### config.mk
export PLATFORM = sky130hd
export DESIGN_NAME = wolfram_ca_engine
export DESIGN_NICKNAME = d
export VERILOG_FILES = /design/src/rtl/wolfram_ca_pkg.sv /design/src/rtl/wolfram_ca_cell.sv /design/src/rtl/wolfram_ca_engine.sv
export SDC_FILE = /design/constraint.sdc
export NUM_CORES = 1
export LEC_CHECK = 0
export ABC_CLOCK_PERIOD_IN_PS = 5600
export CAP_MARGIN = 0
export CORE_MARGIN = 2
export CORE_UTILIZATION = 55
export DETAILED_ROUTE_END_ITERATION = 8
export MAX_ROUTING_LAYER = met4
export PLACE_DENSITY = 0.84
export SKIP_LAST_GASP = 1
export SYNTH_ARGS = -nofsm -noshare
export SYNTH_HDL_FRONTEND = slang
export SYNTH_SLANG_ARGS = --single-unit
### constraint.sdc
create_clock -name clk -period 5.6 [get_ports clk]
set_input_delay 0.56 -clock clk [delete_from_list [all_inputs] [get_ports clk]]
set_output_delay 0.56 -clock clk [all_outputs]
set_load 0.1 [all_outputs]
### src/rtl/wolfram_ca_pkg.sv
// wolfram_ca_pkg: shared FSM states, rule width and rule-table lookup for the CA engine.
package wolfram_ca_pkg;
  localparam int RULE_W = 8;
  localparam logic [1:0] S_IDLE = 2'd0;
  localparam logic [1:0] S_RUN  = 2'd1;
  localparam logic [1:0] S_DONE = 2'd2;
  typedef enum logic [1:0] {
    IDLE = S_IDLE,
    RUN  = S_RUN,
    DONE = S_DONE
  } state_e;
  // Row 000 of the truth table lives in bit 7, so the neighbourhood indexes from the MSB.
  function automatic logic rule_lookup(input logic [RULE_W-1:0] rule, input logic [2:0] k);
    return rule[3'd7 - k];
  endfunction
endpackage

### src/rtl/wolfram_ca_cell.sv
// wolfram_ca_cell: combinational next-state of one cell from its 3-cell neighbourhood.
module wolfram_ca_cell
  import wolfram_ca_pkg::*;
(
  input  logic [RULE_W-1:0] rule,
  input  logic              hi,
  input  logic              mid,
  input  logic              lo,
  output logic              next
);
  assign next = rule_lookup(rule, {hi, mid, lo});
endmodule

### src/rtl/wolfram_ca_engine.sv
// wolfram_ca_engine: WIDTH-cell elementary cellular automaton with start/done handshake.
// Optional early stop on a fixed point when CA_FIXPOINT_EN is defined.
module wolfram_ca_engine
  import wolfram_ca_pkg::*;
#(
  parameter int                WIDTH     = 16,
  parameter logic [RULE_W-1:0] RULE_INIT = 8'h74,
  parameter int                BOUNDARY  = 0,
  parameter int                CNT_W     = 16
) (
  input  logic              clk,
  input  logic              rst_n,
  input  logic              load_valid,
  output logic              load_ready,
  input  logic [WIDTH-1:0]  load_data,
  input  logic              rule_we,
  input  logic [RULE_W-1:0] rule_wdata,
  input  logic              step_valid,
  output logic              step_ready,
  input  logic [CNT_W-1:0]  step_count,
  output logic              busy,
  output logic              done,
  output logic              fixpoint,
  output logic [CNT_W-1:0]  gen_count,
  output logic [WIDTH-1:0]  state_out
);
  state_e            fsm;
  logic [RULE_W-1:0] rule;
  logic [CNT_W-1:0]  target;
  logic [CNT_W-1:0]  gen_inc;
  logic [WIDTH-1:0]  nxt;

  assign load_ready = fsm == IDLE;
  assign step_ready = fsm == IDLE;
  assign busy       = fsm == RUN;
  assign done       = fsm == DONE;
  assign gen_inc    = gen_count + 1'b1;

  for (genvar i = 0; i < WIDTH; i++) begin : g_cell
    logic hi, lo;
    if (i == WIDTH - 1) begin : g_hi_edge
      assign hi = (BOUNDARY != 0) ? 1'b0 : state_out[0];
    end else begin : g_hi
      assign hi = state_out[i+1];
    end
    if (i == 0) begin : g_lo_edge
      assign lo = (BOUNDARY != 0) ? 1'b0 : state_out[WIDTH-1];
    end else begin : g_lo
      assign lo = state_out[i-1];
    end
    wolfram_ca_cell u_cell (
      .rule (rule),
      .hi   (hi),
      .mid  (state_out[i]),
      .lo   (lo),
      .next (nxt[i])
    );
  end

`ifndef CA_FIXPOINT_EN
  assign fixpoint = 1'b0;
`endif

  always_ff @(posedge clk or negedge rst_n) begin
    if (!rst_n) begin
      fsm       <= IDLE;
      state_out <= '0;
      rule      <= RULE_INIT;
      gen_count <= '0;
      target    <= '0;
`ifdef CA_FIXPOINT_EN
      fixpoint  <= 1'b0;
`endif
    end else begin
      case (fsm)
        IDLE: begin
          if (load_valid) state_out <= load_data;
          if (rule_we) rule <= rule_wdata;
          if (step_valid) begin
            gen_count <= '0;
            target    <= step_count;
            fsm       <= (step_count == '0) ? DONE : RUN;
`ifdef CA_FIXPOINT_EN
            fixpoint  <= 1'b0;
`endif
          end
        end
        RUN: begin
`ifdef CA_FIXPOINT_EN
          if (nxt == state_out) begin
            fixpoint <= 1'b1;
            fsm      <= DONE;
          end else begin
`else
          begin
`endif
            state_out <= nxt;
            gen_count <= gen_inc;
            if (gen_inc == target) fsm <= DONE;
          end
        end
        DONE:    fsm <= IDLE;
        default: fsm <= IDLE;
      endcase
    end
  end
endmodule

; ---- After elaboration in Yosys (flattened, before gate mapping)
; Index checks and enable logic that the tools add are counted.
[totals]
ff_bits = 58
in_bits = 45
out_inout_bits = 37
[classes]
order_cmp = 16
n_mux = 40
n_eq_ne = 6
addsub = 17
n_reduce_logical = 8
[op_table]
columns = op, n
row1 = $lt A3 B4 Y1 const B, 16
row2 = $pmux W16 S2, 2
row3 = $bmux W1 S3, 16
row4 = $sub A3 B3 Y3 const A, 16
row5 = $mux W16, 2
row6 = $add A16 B1 Y16 const B, 1
row7 = $eq A16 B16 Y1, 1
row8 = $logic_not A16 Y1, 1
row9 = $mux W1, 16
row10 = $reduce_and A2 Y1, 5
row11 = $mux W2, 3
row12 = $ne A2 B1 Y1 const B, 2
row13 = $pmux W2 S2, 1
row14 = $eq A2 B1 Y1 const B, 1
row15 = $eq A2 B2 Y1 const B, 1
row16 = $logic_not A2 Y1, 1
row17 = $ne A2 B2 Y1 const B, 1
row18 = $reduce_bool A2 Y1, 1

; ---- Depth between registers and ports, before layout
[depth]
word_depth = 4
depth_mapped = 7

; ---- Cells and area by module
; From an unflattened synthesis, not the netlist that was laid out.
[hier_totals]
cells_unflattened = 356
area_unflattened_um2 = 4170.2
[modules_own_cells]
columns = mod, area_each_um2, cells_per_inst, n_inst
row1 = wolfram_ca_engine, 3149.3, 308, 1
row2 = wolfram_ca_cell, 63.8, 3, 16

; ---- Worst setup path before layout
; Ideal clock, no wire load.
[synth_timing]
path_type = flip-flop to output port
startpoint = reg fsm[0]
endpoint = out step_ready
stages_incl_launch_ff = 4
t_required_ps = 5040
setup_slack_ps = 2733
arrival_time_ps = 2307
path_cell_list = dfrtp_1 > clkbuf_1 > nor2_1 > buf_4
[synth_between]
elab_chain_cells = 1
[synth_lines]
columns = item, line
row1 = start: declaration, wolfram_ca_engine.sv:27  ; state_e fsm;
row2 = start signal: assignment, wolfram_ca_engine.sv:82  ; fsm <= (step_count == '0) ? DONE : RUN;
row3 = $logic_not A2 Y1, -
row4 = end: declaration, wolfram_ca_engine.sv:19  ; output logic step_ready,
; No other way between the ends.

; ---- Final worst setup path
[layout_timing]
startpoint = reg fsm[1]
endpoint = out busy
[layout_between]
elab_chain_cells = 1
[layout_lines]
columns = item, line
row1 = $eq A2 B1 Y1, wolfram_ca_engine.sv:35  ; assign busy = fsm == RUN;
row2 = end: declaration, wolfram_ca_engine.sv:21  ; output logic busy,
; No other way between the ends.

==> metrics <==
outcome=finished clean; H-tree Lvls=3; Total GRT Usage=between 20 and 30%; EDFF count, synth=0; Max Clock Skew=0.008146 ns; Multi-input gate area=roughly 2300 µm²; Via density=roughly 6.4; Placer Congestion=slightly below 0.9; CP Launch Type=register; die area=just over 8000 µm²; largest net degree at the start of global routing=59; most frequent cells in the layout=clkdlybuf4s50_1 (79), dfrtp_1 (54), o21ai_0 (37); pre-CTS setup slack=about 2.6 ns; WP data required=around 5 ns; layout cells sized above 1=20.84%; Final Max Slew Viols=0; antenna violations before repair=0; worst flop-to-flop path endpoint=fsm[0]$_DFFE_PN0P_; reg-to-reg startpoint=gen_count[0]$_DFFE_PN0P_; Placed Instances=510; max capacitance violation total=0; pwr dens=around 190 nW/µm²; CTS Root Cell=clkbuf_8; crit path max fanout=25; Main synth FF type=dfrtp_1; CTS tree=done; Post-CTS Setup Bufs=0; Via Count=3359; ratio of final minimum period to clock period=about three fifths; Adder-Cell Fraction of Synth Area=0.3049%; most common cell after layout, fill and taps aside=clkdlybuf4s50_1; DIE WIDTH=between 90 and 100 µm; Synth Area in Simple Gates=between 10% and 20%; Hold Vio Cnt, Final=0; min cycle time layout=~3.4 ns; R2R depth=7; Placed Instance Area=approximately 4700 µm²; WL/cell=18.78 µm; register area share after synthesis=between 30% and 40%; Fmax=about 0.3 GHz; clock slew at reported path FFs=0.07 ns; CORE AREA=~7300 µm²; row cnt=31; final std cells w/o fill=526; DRT antenna net count=0; compound-cell area share of the yosys netlist=~15%; DR DRC count=0; final core occ=between 60 and 70%; starting density of the core=between 50% and 60%; largest family of logic cells by synthesized area=multiplexers; RSZ-0062 raised after global routing=no; maximum VDD drop=0.1385 mV; crit path DAT=between 2 and 3 ns; Sink Count=58; cts hold-fix bufs=0; Min Hold Slack=~0.36 ns; Worst Tran Pin Value=0.9997 ns; Hold Path Class=primary input to asynchronous set/reset pin; port bufs=80; warning count from the yosys run=0; Cells after Synth=382; Slew headroom=between 30 and 40%; vias in the first global route=3254; Synth Net Count=428; Synth area leader=dfrtp_1; area growth from synthesis to layout=21.52%; number of synthesized register bits=between 50 and 60; Filler cells=540; grt total ovfl=0; CP endpoint kind=output port; Lkg Pwr=about 1.9 nW; ANT cells=0; R2R setup slack=about 3.4 ns; worst skew pair latency=roughly 0.35 ns; mux share of post-synthesis cell area=approximately 26%; total wire length=approximately 10000 µm; TritonCTS Buffers=9; Cell Area, Synth=between 4000 and 5000 µm²; Setup violations, final=0; Post-Route Setup TNS=0 ns; Post-DP HPWL=between 6000 and 7000 µm; cts repair resizes=0; Yosys cell types=54; num ports=a little over 80; clk buf depth=2; synth top area cells=dfrtp_1 (33%), mux4_2 (18%), mux2_2 (5.8%); synthesized area per cell=between 10 and 15 µm²; share of the synthesized area in the top cell type=around 33%; WS Path Type=register to output port; first-pass GRT wire length=~16000 µm; post-route setup slack=2.183 ns; Tot Pwr=0.9315 mW; Synth Area in XOR/XNOR=4.482%; Die H=around 90 µm; Pre-Repair DR Iteration Count=5; initial DRC count=around 270; area occupied by registers=about 1500 µm²; Nets=around 470; Post-synth ARST share=between 90% and 100%; final instance area=around 5000 µm²
## worst max-delay path, stage by stage (launching register included)
cell and delay (ns):
dfrtp_1 0.41, inv_1 0.29, nand2_1 0.15, inv_2 0.42
clkdlybuf4s50_1 1.23
## logic make-up (layout without fill, tap and decap cells)
group           after synthesis  count (layout)
fa+ha+maj                     1               1
other cells                   1               1
compound gates              101             101
flops                        58              58
mux                          62              62
simple gates                 75              75
xor+xnor                     21              21
buf+inv                      63             108
## layout make-up
type | instances | area share [%]
multi-input cells | 261 | 46.54
flip-flops and latches | 58 | 29.20
repair buffers | 82 | 16.26
clock buffers | 12 | 3.312
well taps | 99 | 2.484
clock inverters | 4 | 1.455
inverters | 10 | 0.7526
## cells in the mapped netlist, types with 2 or more instances
| master | instances |
|---|---|
| a21oi_1 | 18 |
| a22o_1 | 2 |
| a31oi_1 | 6 |
| buf_1 | 2 |
| buf_2 | 7 |
| buf_4 | 21 |
| clkbuf_1 | 21 |
| clkbuf_2 | 2 |
| dfrtp_1 | 54 |
| dfstp_2 | 4 |
| inv_1 | 9 |
| mux2_1 | 2 |
| mux2_2 | 21 |
| mux2i_1 | 7 |
| mux4_2 | 32 |
| nand2_1 | 26 |
| nand3_1 | 6 |
| nand3_4 | 2 |
| nand4_1 | 5 |
| nor2_1 | 9 |
| nor2b_1 | 2 |
| nor3_1 | 3 |
| nor3b_1 | 4 |
| nor4_1 | 5 |
| nor4_2 | 3 |
| o21a_1 | 5 |
| o21ai_0 | 37 |
| o22a_1 | 9 |
| o22ai_1 | 6 |
| o31ai_1 | 4 |
| o32ai_1 | 4 |
| o41ai_1 | 2 |
| or3_1 | 2 |
| xnor2_1 | 16 |
| xor2_1 | 5 |
## worst max-delay path by stage
stage / from / end / slack [ns] / depth (start not counted)
after global routing: fsm[1]$_DFFE_PN0P_ / busy / 2.07 / 4
after CTS: fsm[1]$_DFFE_PN0P_ / busy / 2.19 / 4
after floorplan: fsm[0]$_DFFE_PN0P_ / step_ready / 2.73 / 3
final: fsm[1]$_DFFE_PN0P_ / busy / 2.18 / 4
after global placement: fsm[1]$_DFFE_PN0P_ / busy / 2.64 / 4
after detailed placement: fsm[1]$_DFFE_PN0P_ / busy / 2.59 / 4
## state kept, by name, indices dropped and copies added (netlist names)
name,flops
gen_count,16
fsm,2
target,16
rule,8
state_out,16
## routing by layer
metal  up-vias  share of wire, %  global-route usage (%)
li1       1502                 -                       -
met1      1660                40                   32.03
met2       179                51                   41.73
met4         0               1.3                   9.103
met5         -                 0                       -
met3        18               7.1                   5.259
## report_power, final
group	internal [mW]	switching [mW]
logic	0.0301	0.0205
clock network	0.286	0.176
registers	0.419	0
total	0.735	0.196
(Power assumes the default switching activity.)
==> RTL edit, RTL diff (config.mk and constraints unchanged) <==
`WIDTH`: 16 -> 12.
--- a/src/rtl/wolfram_ca_engine.sv
+++ b/src/rtl/wolfram_ca_engine.sv
@@ -5,3 +5,3 @@
 #(
-  parameter int                WIDTH     = 16,
+  parameter int                WIDTH     = 12,
   parameter logic [RULE_W-1:0] RULE_INIT = 8'h74,
Interface: changed (resized load_data and state_out); port bits go from 82 to 74. No check against the original RTL was run, so the function may have changed too.
==> RTL edit against the unedited design <==
- sequential cell count down 4
- final area decreased by 12%
- setup slack got worse by 0.59 ns
- largest cell class unchanged
- area after synthesis is 9.7% lower
- sequential share of layout area increased by 1.6 points
- clock skew up 0.0065 ns
- hold slack got worse by 0.016 ns
- via count is 11% lower
- critical path type unchanged
- routed wire length fell by 12%
Power is not compared: it rests on default switching activity, and its combinational part moved more than twofold at a synthesized area within 25%.
==> RTL edit: results (changes against the unedited design) <==
Critical path
  – Max incr delay on CP: 1.14 ns (-0.09 ns)
  – CP Max Fanout: 18 (-28%)
  – Crit path DAT: 3.45 ns (+0.59 ns)
  – R2R depth: 4 (-3)

Global route
  – Pin count of the biggest net entering global routing: 55 (-6.8%)
  – Vias in the first global route: 2886 (-11%)
  – First-pass GRT wire length: 14380 um (-12%)
  – Global-route usage over all layers: 25.68% (+0.077 points)

Pwr
  – Leak Pwr: ~0.0016 uW
  – Int Power: 1012 uW
  – Worst VDD drop: 0.0004301 V
  – Top pwr grp: combinational cells

Finish
  – Fillers: 474 (-12%)
  – Finished Layout Cells: 480 (-8.7%)
  – ANT cells: 0 (unchanged)
  – Share of cells above drive strength 1: 18.86% (-2.0 points)
  – Nets: 444 (-5.1%)
  – Leading registers by flop count: gen_count: 16 flops, target: 16 flops, state_out: 12 flops

Synthesis
  – Register area share after synthesis: 36.58% (+1.1 points)
  – Mapped Nets: 407 (-4.9%)
  – Ys async rst share: 100.0% (unchanged)
  – Cell variety after synth: 47 (-13%)
  – Ys Warns: 0 (unchanged)
  – Cells after Synth: 365 (-4.5%)
  – Top cells by area, synth: dfrtp_1 (34%), mux4_2 (15%), mux2_2 (8.8%)
  – Post-synth top cells: dfrtp_1 (50), o21ai_0 (39), nor2_1 (31), mux2_2 (29), nand2_1 (28)

CTS
  – Hold Buf Count CTS: 0 (unchanged)
  – Depth of the CTS H-tree: 2 (-1)
  – Clk slew on worst S/H paths: 0.11 ns (+0.04 ns)
  – Clk_lat worst skew: 0.32 ns (-0.03 ns)
  – Num CTS Buffers: 5 (-4)

Detailed routing
  – Via count: 2982 (-11%)
  – Pre-antenna DRT Iters: 5 (unchanged)
  – Final wirelength: 8648 um (-12%)
  – DR iter-0 viols: 240 (-9.8%)

Placed design
  – Area after DPL: 4304 um2 (-9.4%)
  – Placed insts: 472 (-7.5%)
  – GPL Wtd Cong: 0.8739 (+0.95%)
  – Detail Placement HPWL: 6140 um (-8.5%)
  – Post-Place Setup Slack: 2.020 ns (-0.5671 ns)
  – IO buf count: 72 (-10%)

Timing
  – Final Skew: 0.01461 ns (+0.006465 ns)
  – Worst-Margin Slew: 1.172 ns (+0.1726 ns)

Status
  – Status: finished clean

Min path
  – Hold Path Class: primary input to async pin
[RTL edit: final timing paths]
| path | to | start | slack [ns] |
|---|---|---|---|
| max | busy | fsm[1] | 1.59 |
| min | state_out[8] | rst_n | 0.34 |
| max reg2reg | target[1] | fsm[1] | 1.98 |
| min reg2reg | target[4] | target[4] | 0.54 |
| max in group asynchronous | target[1] | rst_n | 4.80 |
| min in group clk | target[4] | target[4] | 0.54 |
[RTL edit: layer usage]
layer / GRT usage (%) / share of wire, % / up-vias
met4: 7.792 / 1.6 / 0
met2: 40.45 / 49 / 141
li1: - / - / 1396
met1: 34.50 / 42 / 1432
met5: - / 0 / -
met3: 4.139 / 7.6 / 13
[RTL edit: cells by family after synthesis]
group                      Yosys count  synth area share (%)
AOI/OAI and AO/OA                   81                 12.32
xor gates and xnor gates            21                 4.961
adders and majority gates            2                0.6074
buffers and inverters               50                 6.818
DFF                                 54                 36.58
muxes                               55                 23.93
other                                1                0.1012
and+or+nand+nor                    101                 14.68
[RTL edit: critical path: cells and delay by family (launching register included)]
kind / cells / cell delay (ns)
buffers and inverters: 2 / 1.82
DFF: 1 / 0.67
and+or+nand+nor: 1 / 0.64
[RTL edit: layout make-up]
cell class / instances / area, um2 / share of cell area, %
clock buffer: 5 / 68.82 / 1.565
timing repair buffer: 74 / 730.7 / 16.61
multi-input combinational: 261 / 2098 / 47.71
tap: 77 / 96.34 / 2.191
clock inverter: 3 / 25.02 / 0.5690
sequential: 54 / 1356 / 30.84
inverter: 6 / 22.52 / 0.5121
[RTL edit: metrics by stage]
step / power [uW] / util [%]
2_1_floorplan: 1679 / -
3_5_place_dp: 1888 / 67.02
3_3_place_gp: 1862 / 67.02
4_1_cts: 2122 / 68.48
6_report: 2116 / 68.48
5_1_grt: 2222 / 68.48
